`src/rtl/vga_tile_scan.sv`:
```
// VGA raster timing generator and tile scanner: each (2**TILE_SHIFT)^2 pixel tile shows one video-RAM byte as RRGGBB.
// Optional cell-border overlay is compiled in only when VGA_GRID_EN is defined.
module vga_tile_scan #(
    parameter int COLOR_BITS = 8,
    parameter int H_ACTIVE   = 640,
    parameter int H_FP       = 16,
    parameter int H_SYNC     = 96,
    parameter int H_BP       = 48,
    parameter int V_ACTIVE   = 480,
    parameter int V_FP       = 10,
    parameter int V_SYNC     = 2,
    parameter int V_BP       = 33,
    parameter bit HS_POL     = 1'b0,
    parameter bit VS_POL     = 1'b0,
    parameter int TILE_SHIFT = 5,
    parameter int TILES_X    = 20,
    parameter int ADDR_W     = 9,
    parameter int MEM_LAT    = 1
) (
    input  logic                  clk,
    input  logic                  resetn,
    output logic [ADDR_W-1:0]     vaddr,
    input  logic [31:0]           vdata,
    output logic [COLOR_BITS-1:0] VGA_R,
    output logic [COLOR_BITS-1:0] VGA_G,
    output logic [COLOR_BITS-1:0] VGA_B,
    output logic                  VGA_HS_O,
    output logic                  VGA_VS_O,
    output logic                  frame_start,
    output logic                  vblank
);
    localparam int H_TOTAL = H_ACTIVE + H_FP + H_SYNC + H_BP;
    localparam int V_TOTAL = V_ACTIVE + V_FP + V_SYNC + V_BP;
    localparam int XW      = $clog2(H_TOTAL);
    localparam int YW      = $clog2(V_TOTAL);
    localparam int TW      = XW + YW;

    localparam logic [XW-1:0] X_LAST   = XW'(H_TOTAL - 1);
    localparam logic [XW-1:0] X_ACT    = XW'(H_ACTIVE);
    localparam logic [XW-1:0] HS_FIRST = XW'(H_ACTIVE + H_FP);
    localparam logic [XW-1:0] HS_LAST  = XW'(H_ACTIVE + H_FP + H_SYNC - 1);
    localparam logic [YW-1:0] Y_LAST   = YW'(V_TOTAL - 1);
    localparam logic [YW-1:0] Y_ACT    = YW'(V_ACTIVE);
    localparam logic [YW-1:0] VS_FIRST = YW'(V_ACTIVE + V_FP);
    localparam logic [YW-1:0] VS_LAST  = YW'(V_ACTIVE + V_FP + V_SYNC - 1);

    // Per-pixel attributes that travel alongside the RAM read; sync flags are stored active-high.
    typedef struct packed {
        logic       de;
        logic       hs;
        logic       vs;
        logic       fs;
        logic       vb;
        logic [1:0] lane;
`ifdef VGA_GRID_EN
        logic       grid;
`endif
    } tap_t;

    function automatic logic [COLOR_BITS-1:0] rep2(input logic [1:0] v);
        for (int i = 0; i < COLOR_BITS; i++)
            rep2[i] = ((COLOR_BITS - 1 - i) % 2 == 0) ? v[1] : v[0];
    endfunction

    logic [XW-1:0] x_q, x_d;
    logic [YW-1:0] y_q, y_d;
    logic [TW-1:0] tile;
    tap_t          tap_d, tap_l;
    tap_t          pipe_q [MEM_LAT];

    // NOTE: every variable written in an always_comb gets a default first, so no path can infer a latch.
    always_comb begin
        x_d = x_q + 1'b1;
        y_d = y_q;
        if (x_q == X_LAST) begin
            x_d = '0;
            y_d = (y_q == Y_LAST) ? '0 : y_q + 1'b1;
        end
    end

    // Row base is TILES_X * tile_row built from the set bits of TILES_X (constant shift-add).
    always_comb begin
        tile = TW'(x_q >> TILE_SHIFT);
        for (int i = 0; i < 32; i++)
            if (TILES_X[i]) tile = tile + (TW'(y_q >> TILE_SHIFT) << i);
    end

    assign vaddr = tile[ADDR_W-1:0];

    always_comb begin
        tap_d.de   = (x_q < X_ACT) && (y_q < Y_ACT);
        tap_d.hs   = (x_q >= HS_FIRST) && (x_q <= HS_LAST);
        tap_d.vs   = (y_q >= VS_FIRST) && (y_q <= VS_LAST);
        tap_d.fs   = (x_q == '0) && (y_q == '0);
        tap_d.vb   = (y_q >= Y_ACT);
        tap_d.lane = tile[1:0];
`ifdef VGA_GRID_EN
        tap_d.grid = (x_q[TILE_SHIFT-1:0] == '0) || (y_q[TILE_SHIFT-1:0] == '0);
`endif
    end

    // NOTE: the delay line is only MEM_LAT small words, so it is reset to "inactive" so that
    // no stale sync or colour reaches the pins during the first L clocks after release.
    always_ff @(posedge clk or negedge resetn) begin
        if (!resetn) begin
            x_q <= '0;
            y_q <= '0;
            for (int i = 0; i < MEM_LAT; i++) pipe_q[i] <= '0;
        end else begin
            x_q       <= x_d;
            y_q       <= y_d;
            pipe_q[0] <= tap_d;
            for (int i = 1; i < MEM_LAT; i++) pipe_q[i] <= pipe_q[i-1];
        end
    end

    assign tap_l = pipe_q[MEM_LAT-1];

    logic [7:0]            byte_sel;
    logic [COLOR_BITS-1:0] r_d, g_d, b_d;

    always_comb begin
        byte_sel = vdata[31:24];
        case (tap_l.lane)
            2'd1:    byte_sel = vdata[23:16];
            2'd2:    byte_sel = vdata[15:8];
            2'd3:    byte_sel = vdata[7:0];
            default: byte_sel = vdata[31:24];
        endcase
    end

    always_comb begin
        r_d = '0;
        g_d = '0;
        b_d = '0;
        if (tap_l.de) begin
            r_d = rep2(byte_sel[5:4]);
            g_d = rep2(byte_sel[3:2]);
            b_d = rep2(byte_sel[1:0]);
`ifdef VGA_GRID_EN
            if (tap_l.grid) begin
                r_d = rep2(2'b01);
                g_d = rep2(2'b01);
                b_d = rep2(2'b01);
            end
`endif
        end
    end

    logic unused_bits;
    assign unused_bits = ^{byte_sel[7:6], tile[TW-1:ADDR_W]};

    always_ff @(posedge clk or negedge resetn) begin
        if (!resetn) begin
            VGA_R       <= '0;
            VGA_G       <= '0;
            VGA_B       <= '0;
            VGA_HS_O    <= ~HS_POL;
            VGA_VS_O    <= ~VS_POL;
            frame_start <= 1'b0;
            vblank      <= 1'b0;
        end else begin
            VGA_R       <= r_d;
            VGA_G       <= g_d;
            VGA_B       <= b_d;
            VGA_HS_O    <= tap_l.hs ? HS_POL : ~HS_POL;
            VGA_VS_O    <= tap_l.vs ? VS_POL : ~VS_POL;
            frame_start <= tap_l.fs;
            vblank      <= tap_l.vb;
        end
    end
endmodule
```
`config.mk`:
```
export PLATFORM = sky130hd
export DESIGN_NAME = vga_tile_scan
export DESIGN_NICKNAME = d
export VERILOG_FILES = /design/src/rtl/vga_tile_scan.sv
export SDC_FILE = /design/constraint.sdc
export NUM_CORES = 1
export LEC_CHECK = 0
export ABC_AREA = 1
export BUFFER_PORTS_ARGS = -buffer_cell sky130_fd_sc_hd__buf_2
export CORE_UTILIZATION = 51
export DETAILED_ROUTE_END_ITERATION = 8
export GPL_ROUTABILITY_DRIVEN = 0
export MAX_ROUTING_LAYER = met4
export PLACE_DENSITY = 0.89
export SLEW_MARGIN = 20
export SYNTH_ARGS = -nofsm -noshare
export SYNTH_HDL_FRONTEND = slang
export SYNTH_SLANG_ARGS = --single-unit
export TNS_END_PERCENT = 50
```
`constraint.sdc`:
```
create_clock -name clk -period 2.86 [get_ports clk]
set_input_delay 0.286 -clock clk [delete_from_list [all_inputs] [get_ports clk]]
set_output_delay 0.286 -clock clk [all_outputs]
set_load 0.01 [all_outputs]
```
==> key figures, run 1 <==
Run status
  • Outcome: completed

Clocking
  • Number of clock sinks: 37
  • Post-CTS setup buffer count: 0
  • Htree depth: 2
  • Cts hold-fix bufs: 0
  • Longest Clk Path Bufs: 2
  • CTS Buf Count: 5
  • Clk slew on worst S/H paths: 0.08 ns
  • CTS tree: done
  • CTS root buf: clkbuf_8
  • Clk Latency, worst-skew pair: 0.29 ns

Final layout
  • Final Instance Area: 2560 um2
  • Ratio of cells with drive above 1 in the final layout: 0.259
  • Register area: 928 um2
  • Finished Layout Cells: 366
  • Layout Area Growth over Synthesis: 14.6%
  • Layout Utilization: 0.622
  • Multi-input gate area: 1010 um2
  • Commonest non-fill, non-tap cells in the layout: buf_2, nand2_1, dfrtp_1, inv_1, nor2_1
  • Fill count: 340
  • Layout Nets: 365
  • Most common cell after layout, fill and taps aside: buf_2
  • N_diodes: 0

Pwr
  • Switching pwr: 226 uW
  • Max VDD drop: 0.000258 V
  • Cell Pwr Density: 406 nW/um2
  • Logic gate share of total power: 0.055
  • Switching share of power: 0.217
  • Clk pwr share: 0.435
  • P_leak: 1.42 nW
  • Cell internal pwr: 814 uW
  • Seq pwr share: 0.510

Critical path
  • CP required: 2.57 ns
  • Crit path DAT: 2.35 ns
  • R2r setup slk: 1.20 ns
  • R2r worst-path depth: 6
  • CP endpoint kind: output pin
  • Worst r2r src: x_q[0]$_DFF_PN0_
  • Critical path launch point type: flop
  • Critical path startpoint: x_q[9]$_DFF_PN0_
  • CP Max Fanout: 6
  • CP Class: flop to output pin

Global route
  • Largest net degree at the start of global routing: 38
  • Vias in the first global route: 1731
  • Initial antenna violation count: 0
  • Total GRT Usage: 0.218
  • GRT overflow: 0
  • First-pass GRT wire length: 7230 um

Timing
  • Unrepaired setup endpoints after global routing: false
  • Slew @ Worst Pin: 0.781 ns
  • Max-slew violation count: 0
  • Slew margin rel.: 0.479
  • Min cycle time layout: 2.64 ns
  • Period utilization: 0.923
  • Layout Skew: 0.00331 ns
  • Setup ws final: 0.221 ns
  • FMAX: 379 MHz
  • Final Setup Violations: 0
  • Hold Fails Final Rpt: 0
  • Setup TNS: 0 ns

Routing
  • Final WL: 4650 um
  • First-pass DRT Iterations: 4
  • Initial drt markers: 114
  • Vias: 1934
  • DRC: 0
  • Vias per inst: 5.28
  • ANT nets after route: 0
  • DR WL/cell: 12.7 um

Floorplanning
  • I/O Pins: 71
  • Die height: 68.2 um
  • Core Area: 4120 um2
  • Die area: 4650 um2
  • Die width: 68.2 um
  • Initial Util: 0.543
  • Row cnt: 23

Synthesis
  • Post-Syn Area: 2230 um2
  • Syn nets: 317
  • FFs w/ async S/R, synth: 1.00
  • Post-synthesis sequential area ratio: 0.415
  • Synth Warn #: 0
  • Post-synth EDFFs: 0
  • Netlist cell types: 31
  • Syn Area/Cell: 8.37 um2
  • Post-Syn Instances: 267
  • Predominant post-synthesis flop cell: dfrtp_1
  • Yosys reg bits: 37

Place
  • Post-place instance area: 2450 um2
  • Pre-CTS setup slack: 0.472 ns
  • DP Cell Count: 358
  • Hpwl dp: 3480 um
  • Port bufs: 62

Worst hold path
  • HP Class: input pin to async pin

Flow run
  • MaxCap Viol Count: 0
==> metrics by stage <==
step	power (mW)	hold WS [ns]
detailed placement	0.599	0.340
floorplan	0.574	-0.00959
finish	1.04	0.0715
global placement	0.598	0.333
global route	1.08	0.133
CTS	1.05	0.0952
==> worst max-delay path: stages, from the launching register on <==
cell     delay (ns)
dfrtp_1        0.47
fa_1           0.59
inv_1          0.07
fa_1           0.46
o21ai_1        0.18
xor2_1         0.15
buf_2          0.14
==> kinds of logic (layout without fill, tap and decap cells) <==
kind of cell,after synthesis,in the layout,share of synthesized area
DFF,37,37,0.415
and+or+nand+nor,121,121,0.246
xor gates and xnor gates,9,9,0.0353
AOI/OAI and AO/OA,26,26,0.0722
buffers and inverters,58,107,0.134
adders and majority gates,16,16,0.0963
==> Yosys cell counts, drive strengths merged (2+ instances only) <==
cell type	n	area (um2)
nand2	63	246
inv	37	139
dfrtp	35	876
nor2	26	126
buf	21	161
nand3	17	85.1
ha	14	175
o21ai	9	45.0
xor2	8	70.1
a21oi	7	35.0
nand4	7	50.1
a41oi	6	52.6
nor3	6	30.0
dfstp	2	52.6
fa	2	40.0
==> metal layers <==
metal,global-route usage,vias up,part of all wire
li1,-,938,-
met1,0.224,902,0.39
met2,0.377,80,0.52
met3,0.0650,14,0.062
met4,0.104,0,0.026
met5,-,-,0
==> sequential cells by signal, indices dropped and copies added (netlist names) <==
signal,cells
y_q,10
VGA_G,2
VGA_R,2
VGA_HS_O,1
VGA_B,2
vblank,1
VGA_VS_O,1
pipe_q,7
x_q,10
frame_start,1
==> cell type report <==
class / count / share of cell area
clock buffer: 5 / 0.0269
multi-input combinational: 172 / 0.393
sequential: 37 / 0.362
inverter: 37 / 0.0542
timing repair buffer: 62 / 0.121
clock inverter: 3 / 0.0181
tap: 50 / 0.0244
==> power by group through the flow <==
stage	clock network (mW)	registers, mW	logic, mW
final	0.452	0.531	0.0574
after global routing	0.481	0.532	0.0652
after CTS	0.461	0.531	0.0586
after detailed placement	0	0.541	0.0582
after global placement	0	0.540	0.0572
after floorplan	0	0.544	0.0299
==> worst paths after layout <==
path | endpoint
min in group clk | VGA_B[5]$_DFF_PN0_
max | vaddr[7]
max reg2reg | y_q[5]$_DFFE_PN0N_
min | x_q[4]$_DFF_PN0_
min reg2reg | VGA_VS_O$_DFF_PN1_
max in group asynchronous | y_q[5]$_DFFE_PN0N_
==> timing repair <==
item	in CTS	in global routing
hold endpoints to repair	0	0
endpoints found under the setup margin	0	1
resized for setup	0	1
(Power assumes the default switching activity.)
==> run 2: changes to the inputs <==
REMOVE_ABC_BUFFERS = 1   (was unset)
==> run 2 against run 1 <==
Effect of this change: sequential share of layout area did not move; largest cell class unchanged; first-iteration DRC count rose by 75%; non-clock buffer count did not move; wire length rose by 1.3%.
==> key figures, run 2 (synthesized netlist as in run 1, its figures left out) <==
Routing
  • Vias per inst: 5.37 (+1.7%)
  • Initial drt markers: 199 (+75%)
  • Vias: 1967 (+1.7%)
  • Final WL: 4710 um (+1.3%)
  • DR WL/cell: 12.9 um (+1.3%)
  • First-pass DRT Iterations: 4 (unchanged)
  • ANT nets after route: 0 (unchanged)
  • DRC: 0 (unchanged)

Place
  • Hpwl dp: 3450 um (-0.85%)
  • Port bufs: 62 (unchanged)

Critical path
  • Slowest CP cell: fa_1
  • Cell repeated most along the worst path: fa_1
  • Critical path launch point type: flop
  • Critical path startpoint: x_q[9]$_DFF_PN0_
  • Capture point of the critical path: vaddr[7]
  • CP Max Fanout: 6 (unchanged)
  • Crit path DAT: 2.41 ns (+0.06 ns)
  • Reg2reg end: y_q[8]$_DFFE_PN0N_
  • Critical Path Max Stage Delay: 0.60 ns (about the same)
  • Critical Path, Cell by Cell: fa_1 -> inv_1 -> fa_1 -> o21ai_0 -> xor2_1 -> buf_2
  • Worst r2r src: x_q[0]$_DFF_PN0_
  • R2r worst-path depth: 7 (+1)
  • CP endpoint kind: output pin
  • CP required: 2.57 ns (about the same)
  • R2r setup slk: 1.34 ns (+0.14 ns)
  • CP Class: flop to output pin

Floorplanning
  • Row cnt: 23 (unchanged)
  • Die height: 68.2 um (unchanged)
  • Core Area: 4120 um2 (unchanged)
  • Die area: 4650 um2 (unchanged)
  • Initial Util: 0.543 (unchanged)
  • I/O Pins: 71 (unchanged)
  • Die width: 68.2 um (unchanged)

Worst hold path
  • HP Class: input pin to async pin

Final layout
  • Ratio of cells with drive above 1 in the final layout: 0.259 (unchanged)
  • Most common cell after layout, fill and taps aside: buf_2
  • Commonest non-fill, non-tap cells in the layout: buf_2, nand2_1, dfrtp_1, inv_1, nor2_1
  • Layout Area Growth over Synthesis: 14.6% (unchanged)
  • N_diodes: 0 (unchanged)
  • Layout Nets: 365 (unchanged)
  • Fill count: 339 (-0.29%)
  • Biggest regs: x_q x10, y_q x10, pipe_q x7

Pwr
  • P_leak: 1.42 nW (about the same)
  • Switching pwr: 229 uW (+1.4%)
  • Cell Pwr Density: 407 nW/um2 (+0.30%)
  • Logic gate share of total power: 0.056 (about the same)
  • Switching share of power: 0.220 (+0.00234)
  • Max VDD drop: 0.000210 V (-19%)
  • Seq pwr share: 0.509 (about the same)
  • Clk pwr share: 0.436 (about the same)
  • Cell internal pwr: 814 uW (about the same)

Global route
  • Total GRT Usage: 0.228 (+0.00966)
  • First-pass GRT wire length: 7450 um (+3.1%)
  • Initial antenna violation count: 0 (unchanged)
  • Vias in the first global route: 1724 (-0.40%)
  • GRT overflow: 0 (unchanged)
  • Largest net degree at the start of global routing: 38 (unchanged)

Timing
  • Unrepaired setup endpoints after global routing: false
  • Setup TNS: 0 ns (unchanged)
  • Worst hold slack: 0.0773 ns (+0.00574 ns)
  • Hold Fails Final Rpt: 0 (unchanged)
  • Period utilization: 0.944 (+0.0209)
  • Slew margin rel.: 0.468 (-0.0110)
  • Final Setup Violations: 0 (unchanged)
  • Min cycle time layout: 2.70 ns (+0.0597 ns)
  • Max-slew violation count: 0 (unchanged)
  • Layout Skew: 0.00540 ns (+0.00209 ns)
  • FMAX: 371 MHz (-2.2%)
  • Slew @ Worst Pin: 0.798 ns (+0.0164 ns)

Clocking
  • Post-CTS setup buffer count: 0 (unchanged)
  • CTS tree: done
  • Number of clock sinks: 37 (unchanged)
  • CTS resizes: 0 (unchanged)
  • CTS Buf Count: 5 (unchanged)
  • Clk Latency, worst-skew pair: 0.29 ns (about the same)
  • Cts hold-fix bufs: 0 (unchanged)
  • CTS root buf: clkbuf_8
  • Clk slew on worst S/H paths: 0.08 ns (about the same)
  • Htree depth: 2 (unchanged)
  • Longest Clk Path Bufs: 2 (unchanged)

Flow run
  • MaxCap Viol Count: 0 (unchanged)

Run status
  • Outcome: completed
[run 2: changes by cell type in the layout (fill, tap and decap cells not counted)]
cell | before | now
o21ai_1 | 2 | 1
o21ai_0 | 7 | 8
[run 2: worst min path at each step]
stage / depth (start not counted) / start / slack [ns] / endpoint
4_1_cts: 1 / resetn / 0.1 / y_q[4]$_DFFE_PN0N_
3_3_place_gp: 0 / pipe_q[2]$_DFF_PN0_ / 0.33 / vblank$_DFF_PN0_
2_1_floorplan: 0 / resetn / -0.01 / VGA_B[5]$_DFF_PN0_
5_1_grt: 1 / resetn / 0.13 / y_q[4]$_DFFE_PN0N_
3_5_place_dp: 0 / pipe_q[2]$_DFF_PN0_ / 0.34 / vblank$_DFF_PN0_
6_report: 1 / resetn / 0.08 / y_q[4]$_DFFE_PN0N_
[run 2: metrics by stage]
step           area (um2)  power [mW]   util  std cells  setup WS (ns)
4_1_cts              2560        1.06  0.622        366          0.133
3_5_place_dp         2450       0.601  0.594        358          0.460
2_1_floorplan        2070       0.556      -        246          0.635
6_report             2560        1.04  0.622        366          0.161
5_1_grt              2560        1.09  0.622        366        0.00275
3_3_place_gp         2450       0.599  0.594        358          0.527
[run 2: final cells by class]
cell class / instances / area (um2) / share of cell area
Clock buffer: 5 / 68.8 / 0.0269
Clock inverter: 3 / 46.3 / 0.0181
Inverter: 37 / 139 / 0.0542
Multi-Input combinational cell: 172 / 1010 / 0.393
Sequential cell: 37 / 928 / 0.362
Tap cell: 50 / 62.6 / 0.0244
Timing Repair Buffer: 62 / 310 / 0.121
[run 2: per-layer routing]
layer | up-vias | wire length [um] | track usage
met5 | - | 0 | -
met2 | 104 | 2440 | 0.406
met4 | 0 | 46 | 0.0625
li1 | 941 | - | -
met1 | 914 | 1840 | 0.249
met3 | 8 | 380 | 0.0583
[run 2: critical path, delay by kind of cell, from the launching register on]
| kind | cells | cell delay, ns |
|---|---|---|
| DFF | 1 | 0.47 |
| xor gates and xnor gates | 1 | 0.16 |
| buffers and inverters | 2 | 0.21 |
| adders and majority gates | 2 | 1.05 |
| AOI/OAI and AO/OA | 1 | 0.23 |
[run 2: power groups by stage]
stage               Sequential, mW  Clock [mW]  Combinational, mW
global placement             0.541           0             0.0585
floorplan                    0.551           0            0.00458
finish                       0.531       0.455             0.0580
global route                 0.533       0.490             0.0661
detailed placement           0.541           0             0.0593
CTS                          0.531       0.465             0.0594
==> run 3: changes to the inputs <==
--- a/config.mk
+++ b/config.mk
@@ -8,9 +8,9 @@
 export ABC_AREA = 1
 export BUFFER_PORTS_ARGS = -buffer_cell sky130_fd_sc_hd__buf_2
-export CORE_UTILIZATION = 51
+export CORE_UTILIZATION = 38
 export DETAILED_ROUTE_END_ITERATION = 8
 export GPL_ROUTABILITY_DRIVEN = 0
 export MAX_ROUTING_LAYER = met4
-export PLACE_DENSITY = 0.89
+export PLACE_DENSITY = 0.71
 export REMOVE_ABC_BUFFERS = 1
 export SLEW_MARGIN = 20
==> constraint.sdc (replaced) <==
create_clock -name clk -period 2.86 [get_ports clk]
set_input_delay 0.572 -clock clk [delete_from_list [all_inputs] [get_ports clk]]
set_output_delay 0.572 -clock clk [all_outputs]
set_load 0.01 [all_outputs]
==> run 3 against run 2 <==
Effect of this change: sequential power hardly changed; register-to-register slack is essentially flat; die area grew 33%; fmax down 2.5%; via count shrank 6.6%; critical path depth stayed put; utilization down 15 points; final area grew 2.5%; clock-buffer cell count unchanged; final cell count increased by 6.6%; wire length fell by 9.0%; sequential cell count is the same; critical endpoint unchanged.
==> key figures, run 3 (synthesized netlist as in run 1, its figures left out) <==
Pwr
  • Cell Pwr Density: 395 nW/um2 (-2.9%)
  • Max VDD drop: 0.000256 V (+22%)
  • P_leak: 1.42 nW (+0.40%)

Timing
  • Setup ws final: 0.0928 ns (-0.0685 ns)
  • Final Setup Violations: 0 (unchanged)
  • Layout Skew: 0.00287 ns (-0.00253 ns)
  • Setup TNS: 0 ns (unchanged)
  • Hold Fails Final Rpt: 0 (unchanged)
  • Slew margin rel.: 0.484 (+0.0160)
  • Max-slew violation count: 0 (unchanged)
  • FMAX: 361 MHz (-2.5%)
  • Min cycle time layout: 2.77 ns (+0.0685 ns)
  • Unrepaired setup endpoints after global routing: false
  • Slew @ Worst Pin: 0.774 ns (-0.0239 ns)
  • Period utilization: 0.968 (+0.0239)

Run status
  • Outcome: completed

Final layout
  • Fill count: 536 (+58%)
  • Layout Area Growth over Synthesis: 17.5%
  • Multi-input gate area: 1020 um2 (+1.9%)
  • Finished Layout Cells: 390 (+6.6%)
  • Biggest regs: x_q x10, y_q x10, pipe_q x7
  • Commonest non-fill, non-tap cells in the layout: buf_2, nand2_1, inv_1
  • N_diodes: 0 (unchanged)
  • Ratio of cells with drive above 1 in the final layout: 0.283 (+0.0235)
  • Layout Nets: 367 (+0.55%)
  • Register area: 932 um2 (+0.40%)
  • Most common cell after layout, fill and taps aside: buf_2

Global route
  • Total GRT Usage: 0.150 (-0.0773)
  • Initial antenna violation count: 0 (unchanged)
  • GRT overflow: 0 (unchanged)
  • Largest net degree at the start of global routing: 38 (unchanged)
  • Vias in the first global route: 1607 (-6.8%)
  • First-pass GRT wire length: 7050 um (-5.4%)

Place
  • Hpwl dp: 3290 um (-4.5%)
  • DP Cell Count: 380 (+6.1%)
  • Port bufs: 62 (unchanged)
  • Pre-CTS setup slack: 0.212 ns (-0.249 ns)

Critical path
  • Critical Path, Cell by Cell: fa_1 -> inv_1 -> fa_2 -> o21ai_2 -> xor2_1 -> buf_2
  • Critical path launch point type: flop
  • Top delay family on crit path: adder cells
  • Slowest CP cell: fa_1
  • Critical Path Max Stage Delay: 0.56 ns (-0.04 ns)
  • CP Max Fanout: 2 (-4)
  • Crit path DAT: 2.20 ns (-0.21 ns)
  • CP required: 2.29 ns (-0.28 ns)
  • WP buf/inv: 2 (unchanged)
  • Critical path startpoint: x_q[9]$_DFF_PN0_
  • CP endpoint kind: output pin
  • Worst r2r src: x_q[0]$_DFF_PN0_
  • CP Class: flop to output pin

Clocking
  • CTS root buf: clkbuf_8
  • Number of clock sinks: 37 (unchanged)
  • Clk slew on worst S/H paths: 0.08 ns (about the same)
  • Cts hold-fix bufs: 0 (unchanged)
  • CTS tree: done
  • Htree depth: 2 (unchanged)
  • Clk Latency, worst-skew pair: 0.29 ns (about the same)
  • CTS Buf Count: 5 (unchanged)
  • Longest Clk Path Bufs: 2 (unchanged)

Floorplanning
  • Die width: 78.7 um (+15%)
  • Initial Util: 0.401 (-0.142)
  • I/O Pins: 71 (unchanged)
  • Die area: 6190 um2 (+33%)
  • Row cnt: 27 (+17%)
  • Die height: 78.7 um (+15%)
  • Core Area: 5570 um2 (+35%)

Routing
  • ANT nets after route: 0 (unchanged)
  • Vias: 1837 (-6.6%)
  • Vias per inst: 4.71 (-12%)
  • Initial drt markers: 117 (-41%)
  • Final WL: 4290 um (-9.0%)
  • DR WL/cell: 11.0 um (-15%)
  • DRC: 0 (unchanged)
  • First-pass DRT Iterations: 4 (unchanged)

Flow run
  • MaxCap Viol Count: 0 (unchanged)

Worst hold path
  • HP Class: input pin to async pin
run 3: final cells by class:
| type | instances | area share |
|---|---|---|
| clock buffers | 5 | 0.0262 |
| flip-flops and latches | 37 | 0.355 |
| multi-input cells | 172 | 0.390 |
| well taps | 72 | 0.0343 |
| inverters | 37 | 0.0529 |
| clock inverters | 3 | 0.0176 |
| repair buffers | 64 | 0.124 |
run 3: worst register-to-register path, delay by kind of cell, from the launching register on:
family	cells	cell delay, ns
simple gates	4	0.70
flops	1	0.39
fa+ha+maj	1	0.23
compound gates	1	0.08
run 3: layer usage:
metal | vias up | track usage | part of all wire
met1 | 845 | 0.178 | 0.44
met5 | - | - | 0
met2 | 48 | 0.256 | 0.51
met3 | 4 | 0.0256 | 0.041
li1 | 940 | - | -
met4 | 0 | 0.0556 | 0.016
run 3: through the flow:
stage	util	cell area [um2]	hold WS, ns	power, mW
final	0.471	2630	0.350	1.04
after CTS	0.466	2600	0.352	1.05
after global routing	0.471	2630	0.362	1.08
after global placement	0.444	2470	0.332	0.599
after floorplan	-	2070	0.276	0.556
after detailed placement	0.444	2470	0.337	0.599
run 3: power breakdown:
| group | switching, mW | internal [mW] | leakage (nW) |
|---|---|---|---|
| registers | 0.00321 | 0.527 | 0.466 |
| logic | 0.0301 | 0.0261 | 0.903 |
| clock network | 0.191 | 0.261 | 0.0543 |
run 3: final timing paths:
kind / to / slack, ns / depth (start not counted)
worst max-delay path: vaddr[7] / 0.09 / 6
worst min-delay path: VGA_B[6]$_DFF_PN0_ / 0.35 / 1
worst max register to register: y_q[5]$_DFFE_PN0N_ / 1.35 / 6
worst min register to register: frame_start$_DFF_PN0_ / 0.35 / 0
max in group asynchronous: y_q[7]$_DFFE_PN0N_ / 1.97 / 1
min in group clk: frame_start$_DFF_PN0_ / 0.35 / 0
run 3: what timing repair did:
| action | CTS | global route |
|---|---|---|
| gates cloned | 0 | 0 |
| hold endpoints to repair | 0 | 0 |
| setup endpoints to repair | 1 | 2 |
| gates resized for setup | 3 | 4 |
| setup buffers | 1 | 1 |
